===== src/rtl/pipelined_mac_unit.sv =====
// -----------------------------------------------------------------------------
// pipelined_mac_unit
//   Fully pipelined unsigned multiply / multiply-accumulate unit. One operand
//   pair per cycle, no backpressure, three register stages. A sample
//   registered at edge N appears on result/out_valid after edge N+2.
//
// Parameters
//   W      operand width of a and b (product is 2*W bits)
//   ACC_W  accumulator / result width, must be >= 2*W
//
// Ports
//   clk        in   rising-edge clock
//   rst        in   synchronous active-high reset
//   in_valid   in   operand pair valid this cycle
//   a, b       in   unsigned operands (W bits)
//   mode       in   0 = multiply only, 1 = multiply-accumulate
//   acc_clr    in   accumulate into zero instead of the running sum (mode 1)
//   out_valid  out  result valid, one cycle per valid input sample
//   result     out  product (mode 0) or new accumulator value (mode 1)
//   ovf        out  sticky saturation flag
// -----------------------------------------------------------------------------
module pipelined_mac_unit #(
    parameter int W     = 4,
    parameter int ACC_W = 8
) (
    input  logic             clk,
    input  logic             rst,
    input  logic             in_valid,
    input  logic [W-1:0]     a,
    input  logic [W-1:0]     b,
    input  logic             mode,
    input  logic             acc_clr,
    output logic             out_valid,
    output logic [ACC_W-1:0] result,
    output logic             ovf
);

    localparam int P_W   = 2 * W;
    localparam int SUM_W = ACC_W + 1;
    localparam logic [ACC_W-1:0] ACC_MAX = {ACC_W{1'b1}};

    // The accumulator must be able to hold at least one full product.
    generate
        if (ACC_W < 2 * W) begin : g_bad_width
            $error("pipelined_mac_unit: ACC_W must be >= 2*W");
        end
    endgenerate

    // Stage 0 registers
    logic [W-1:0]     a_q, b_q;
    logic             v0_q, mode0_q, clr0_q;
    // Stage 1 registers
    logic [P_W-1:0]   p_q;
    logic             v1_q, mode1_q, clr1_q;
    // Stage 2 registers and their next-state values
    logic [ACC_W-1:0] acc_q, acc_d;
    logic [ACC_W-1:0] result_q, result_d;
    logic             out_valid_q, out_valid_d;
    logic             ovf_q, ovf_d;
    // Stage 2 arithmetic
    logic [ACC_W-1:0] base_s;
    logic [SUM_W-1:0] sum_s;
    logic             sat_s;

    // Stage 0/1: capture operands and control, then form the product.
    always_ff @(posedge clk) begin
        if (rst) begin
            a_q     <= {W{1'b0}};
            b_q     <= {W{1'b0}};
            v0_q    <= 1'b0;
            mode0_q <= 1'b0;
            clr0_q  <= 1'b0;
            p_q     <= {P_W{1'b0}};
            v1_q    <= 1'b0;
            mode1_q <= 1'b0;
            clr1_q  <= 1'b0;
        end else begin
            a_q     <= a;
            b_q     <= b;
            v0_q    <= in_valid;
            mode0_q <= mode;
            clr0_q  <= acc_clr;
            p_q     <= P_W'(a_q) * P_W'(b_q);
            v1_q    <= v0_q;
            mode1_q <= mode0_q;
            clr1_q  <= clr0_q;
        end
    end

    // Stage 2 next state: product pass-through or saturating accumulate.
    always_comb begin
        base_s      = {ACC_W{1'b0}};
        sum_s       = {SUM_W{1'b0}};
        sat_s       = 1'b0;
        acc_d       = acc_q;
        ovf_d       = ovf_q;
        result_d    = result_q;
        out_valid_d = 1'b0;
        if (v1_q) begin
            if (mode1_q) begin
                if (clr1_q) begin
                    base_s = {ACC_W{1'b0}};
                end else begin
                    base_s = acc_q;
                end
                // The sum never exceeds 2^(ACC_W+1)-1 because the product
                // fits in ACC_W bits, so the carry bit alone flags overflow.
                sum_s = SUM_W'(base_s) + SUM_W'(p_q);
                sat_s = sum_s[ACC_W];
                if (sat_s) begin
                    acc_d = ACC_MAX;
                end else begin
                    acc_d = sum_s[ACC_W-1:0];
                end
                // A clearing sample also restarts the sticky overflow history.
                if (clr1_q) begin
                    ovf_d = sat_s;
                end else begin
                    ovf_d = ovf_q | sat_s;
                end
                result_d = acc_d;
            end else begin
                result_d = ACC_W'(p_q);
            end
            out_valid_d = 1'b1;
        end else begin
            out_valid_d = 1'b0;
        end
    end

    // Stage 2 registers.
    always_ff @(posedge clk) begin
        if (rst) begin
            acc_q       <= {ACC_W{1'b0}};
            result_q    <= {ACC_W{1'b0}};
            out_valid_q <= 1'b0;
            ovf_q       <= 1'b0;
        end else begin
            acc_q       <= acc_d;
            result_q    <= result_d;
            out_valid_q <= out_valid_d;
            ovf_q       <= ovf_d;
        end
    end

    assign out_valid = out_valid_q;
    assign result    = result_q;
    assign ovf       = ovf_q;

endmodule


===== config.mk =====
export PLATFORM = sky130hd
export DESIGN_NAME = pipelined_mac_unit
export DESIGN_NICKNAME = d
export VERILOG_FILES = /design/src/rtl/pipelined_mac_unit.sv
export SDC_FILE = /design/constraint.sdc
export NUM_CORES = 1
export LEC_CHECK = 0
export ABC_CLOCK_PERIOD_IN_PS = 3900
export CORE_MARGIN = 2
export CORE_UTILIZATION = 35
export DETAILED_ROUTE_END_ITERATION = 12
export PLACE_DENSITY = 0.65
export SYNTH_ARGS = -nofsm -noshare
export SYNTH_HDL_FRONTEND = slang
export SYNTH_SLANG_ARGS = --single-unit

===== constraint.sdc =====
create_clock -name clk -period 3.9 [get_ports clk]
set_input_delay 0.78 -clock clk [delete_from_list [all_inputs] [get_ports clk]]
set_output_delay 0.78 -clock clk [all_outputs]
set_load 0.03 [all_outputs]

# Word level (Yosys, flattened, before mapping)
# Cells that the tools add are included.
classes:
  mul: 1
  addsub: 1
  n_reduce_logical: 1
  bitwise_logic: 1
  mux: 7
ops:
  columns: ["operator", "count"]
  rows:
  - ["two-way mux 8 bit", 5]
  - ["adder 8 x 8 -> 9 bit", 1]
  - ["multiplier 4 x 4 -> 8 bit", 1]
  - ["two-way mux 1 bit", 2]
  - ["AND reduction 2 bit", 1]
  - ["bitwise OR 1 bit", 1]
word_totals:
  elab_cells: 24
  ff_bits: 40
  in_bits: 13

# Longest topological paths before layout
logic_depth:
  ltp_word: 6
  ltp_mapped: 11

# Worst setup path after synthesis
# No wires, ideal clock.
synth_path:
  kind: "reg2reg"
  from: "register b_q[3]"
  to: "register p_q[7]"
  path_stages_with_launch: 10
  t_required_ps: 3794
  setup_time_ps: 106
  t_arrival_ps: 2481
  period_less_slack_ps: 2586
  slack_ps: 1314
  n_path_buf: 0
  path_cell_list: "dfxtp_1 -> nand2_1 -> fa_1 -> inv_1 -> fa_1 -> ha_1 -> a21o_1 -> a21oi_1 -> o21bai_1 -> o311ai_0"
synth_via:
  elab_chain_cells: 1
synth_rtl:
  columns: ["element", "line", "text"]
  rows:
  - ["start: declaration", "50", "logic [W-1:0] a_q, b_q;"]
  - ["start signal: assignment", "69", "b_q <= {W{1'b0}};"]
  - ["multiplier 4 x 4 -> 8 bit", "83", "p_q <= P_W'(a_q) * P_W'(b_q);"]
  - ["end signal: assignment", "73", "p_q <= {P_W{1'b0}};"]
  - ["end signal: assignment", "83", null]
  - ["end: declaration", "53", "logic [P_W-1:0] p_q;"]
# Every way passes these cells.
# A chain may end at the register's enable or synchronous reset.

# Worst setup path after layout
layout_path:
  from: "register a_q[0]"
  to: "register p_q[7]"
layout_via:
  elab_chain_cells: 1
layout_rtl:
  columns: ["element", "line", "text"]
  rows:
  - ["start: declaration", "50", null]
  - ["start signal: assignment", "68", "a_q <= {W{1'b0}};"]
  - ["multiplier 4 x 4 -> 8 bit", "83", null]
# Every way passes these cells.

==> results by group <==
STA
  • FMAX: 362 MHz
  • Setup TNS: 0 ns
  • Worst hold slack: roughly 0.43 ns
  • PnR worst setup slack: 1.14 ns
  • RSZ-0062 raised after global routing: false
  • Final Cycle Share: 70.8%
  • Final Critical Period: 2.76 ns
  • Final hold violation count: 0
  • Slew Limit Fails: 0
  • Slew @ Worst Pin: 0.982 ns
  • Max Clock Skew: around 0.0077 ns
  • Final-report setup violation count: 0
  • Relative slew slack: between 30% and 40%

Clock network
  • Root buffer cell: clkbuf_8
  • CTS Buf Count: 5
  • Clock slew at reported path FFs: 0.08 ns
  • Hold buffers post-CTS: 0
  • Total setup buffers inserted after CTS: 0
  • Clock Latency Late Sink: around 0.30 ns
  • H-Tree Depth: 2
  • Post-cts gate resize count: 0
  • CTS tree: built
  • Sink Count: 40
  • Clock buffer depth: 2

Yosys
  • Main flop type after synthesis: dfxtp_1
  • FFs w/ async S/R, synth: 0%
  • Syn Nets: approximately 270
  • Seq/Total Area, Yosys: between 30% and 40%
  • Most frequent cells after synthesis: 40 x dfxtp_1, 34 x nor2b_1, 25 x a21oi_1
  • Yosys top cell by area: dfxtp_1
  • Post-synth cell types: 39
  • Post-synth EDFFs: 0
  • Syn Area/Cell: just over 9 sq um
  • Synthesized area: around 2100 sq um
  • Syn Inst Count: 230
  • Flops & latches, synth: 40
  • Post-synth top area share: around 38%
  • Syn. warnings: 0
  • Top post-synthesis cells by area: dfxtp_1 38%, ha_1 12%, nor2b_1 10%, a21oi_1 5.9%, fa_1 4.7%
  • Count leader, synth: dfxtp_1

Setup path
  • Crit-path max FO: 4
  • Startpoint Class: flip-flop
  • Slowest-stage cell, CP: fa_1
  • CP endpoint kind: flip-flop
  • RR Endpoint: p_q[7]
  • CP cell instances: nand2_1 > fa_1 > inv_1 > fa_1 > ha_1 > a21o_1 > a21oi_1 > o21bai_1 > o311ai_0
  • R2r setup slk: ~1.1 ns
  • Most used cell, CP: fa_1
  • R2r worst-path depth: 9
  • Critical R2R Launch: a_q[0]
  • Crit path kind: flip-flop to flip-flop
  • CP max stage delay: 0.53 ns
  • Worst Path Required: about 4.1 ns
  • Crit path DAT: approximately 3 ns

Floorplan
  • Die H: a little over 80 microns
  • Number of top-level pins: 23
  • Rows: 28
  • Core Box Area: between 5000 and 6000 sq um
  • Die X-Extent: a little over 80 microns
  • Area of the die: 6710 sq um
  • Starting density of the core: a little over a third

Hold path
  • Hold Path Stages: 1
  • WHS Endpoint: clr1_q
  • Hold WC Path Type: flip-flop to flip-flop
  • Critical hold path startpoint: clr0_q

Global routing
  • Largest net degree at the start of global routing: 29
  • Global route overflow: 0
  • Vias in the first global route: ~1600
  • Initial antenna violation count: 0
  • Tot GR Track Use: 13.6%
  • First-pass GRT wire length: a little under 7000 microns

Pwr
  • Power Dens Cells: roughly 350 nW/um^2
  • Peak supply drop: 0.000176 V
  • Pwr Total: roughly 900 uW
  • Lkg Pwr: 1.12 nW

Placed design
  • Gp weighted congestion: roughly 0.86
  • DP Wirelength: around 2800 microns
  • Port Buffers: 22
  • Dpl ws: between 1 and 1.5 ns

Detailed routing
  • # DRC: 0
  • Via count: 1574
  • Total wire length: roughly 3900 microns
  • Vias/cell: roughly 4.8
  • Drt first pass iters: 4
  • Post-route ant nets: 0
  • Initial DRC count: 41
  • Wire length per cell: 11.8 microns

Layout
  • Diode count: 0
  • Layout Nets: between 200 and 300
  • Area growth, synth to finish: 20.0%
  • Layout cells sized above 1: 5.53%
  • Final core utilization: 43.3%

Job
  • Max_cap viols: 0

Status
  • Status: finished, final reports clean
kinds of logic after synthesis:
logic type | synth area share, %
multiplexers | 1.47
buffers and inverters | 3.18
adder cells (fa/ha/maj) | 16.5
flip-flops | 37.7
AND/OR/NAND/NOR | 22.7
XOR/XNOR | 2.47
AO/OA/AOI/OAI | 16.0
stage by stage:
stage                     instances  area [sq um]
final                           328          2550
after global routing            328          2550
after CTS                       328          2550
after detailed placement        321          2420
after global placement          321          2420
after floorplan                 230          2120
registers in the layout (all words and copies together) (netlist names):
| name | flops |
|---|---|
| mode1_q | 1 |
| clr0_q | 1 |
| v1_q | 1 |
| v0_q | 1 |
| b_q | 4 |
| ovf | 1 |
| mode0_q | 1 |
| out_valid | 1 |
| p_q | 8 |
| acc_q | 8 |
| a_q | 4 |
| result | 8 |
| clr1_q | 1 |
cells in the final DEF (no fill, tap or decap), drive strengths merged:
master,synthesis,layout
clkdlybuf4s50,0,22
dfxtp,40,40
o31ai,1,1
or3,1,1
xor2,3,3
o21bai,1,1
buf,1,1
mux2i,2,2
o311ai,2,2
nor2,12,12
nor3,2,2
xnor2,3,3
a221oi,1,1
and2,10,10
a21oi,25,25
bufinv,0,2
o21ai,8,8
o22ai,1,1
a22oi,1,1
a211oi,2,2
ha,20,20
and3,2,2
nand3,2,2
a2111oi,1,1
fa,5,5
a31oi,1,1
a21o,6,6
nor4b,2,2
nand2b,2,2
a221o,1,1
nand2,17,17
nor3b,3,3
nor2b,34,34
mux2,1,1
inv,11,11
clkbuf,6,5
worst max-delay path by stage:
stage	from	to	slack [ns]	depth (start not counted)
detailed placement	a_q[0]	p_q[7]	1.12	9
global placement	a_q[0]	p_q[7]	1.22	9
floorplan	b_q[3]	p_q[7]	1.31	9
finish	a_q[0]	p_q[7]	1.14	9
CTS	a_q[0]	p_q[7]	1.11	9
global route	b_q[3]	p_q[7]	0.83	9
metal layers:
| metal | up-vias | share of wire [%] | GRT usage (%) | wire length, microns |
|---|---|---|---|---|
| li1 | 824 | - | - | - |
| met1 | 717 | 45 | 15.1 | 1720 |
| met2 | 23 | 50 | 24.1 | 1920 |
| met3 | 10 | 3.0 | 3.08 | 117 |
| met4 | 0 | 2.4 | 7.00 | 91 |
| met5 | - | 0 | 0 | 0 |
cell type report:
| cell class | instances | area, sq um |
|---|---|---|
| inverters | 11 | 41.3 |
| well taps | 75 | 93.8 |
| fillers | 586 | 3340 |
| clock inverters | 2 | 60.1 |
| repair buffers | 23 | 228 |
| clock buffers | 5 | 68.8 |
| flip-flops and latches | 40 | 801 |
| multi-input cells | 172 | 1260 |
worst max-delay path, delay by kind of cell (launching register included):
| family | cells | cell delay, ns |
|---|---|---|
| buffers and inverters | 1 | 0.05 |
| adders and majority gates | 3 | 1.33 |
| DFF | 1 | 0.36 |
| and+or+nand+nor | 1 | 0.09 |
| AOI/OAI and AO/OA | 4 | 0.81 |
power by group:
part | internal (mW) | switching [mW] | total (mW)
clock | 0.252 | 0.143 | 0.395
sequential | 0.420 | 0.0100 | 0.430
combinational | 0.0326 | 0.0318 | 0.0644
Note: power is estimated with default switching activity, not from simulation.
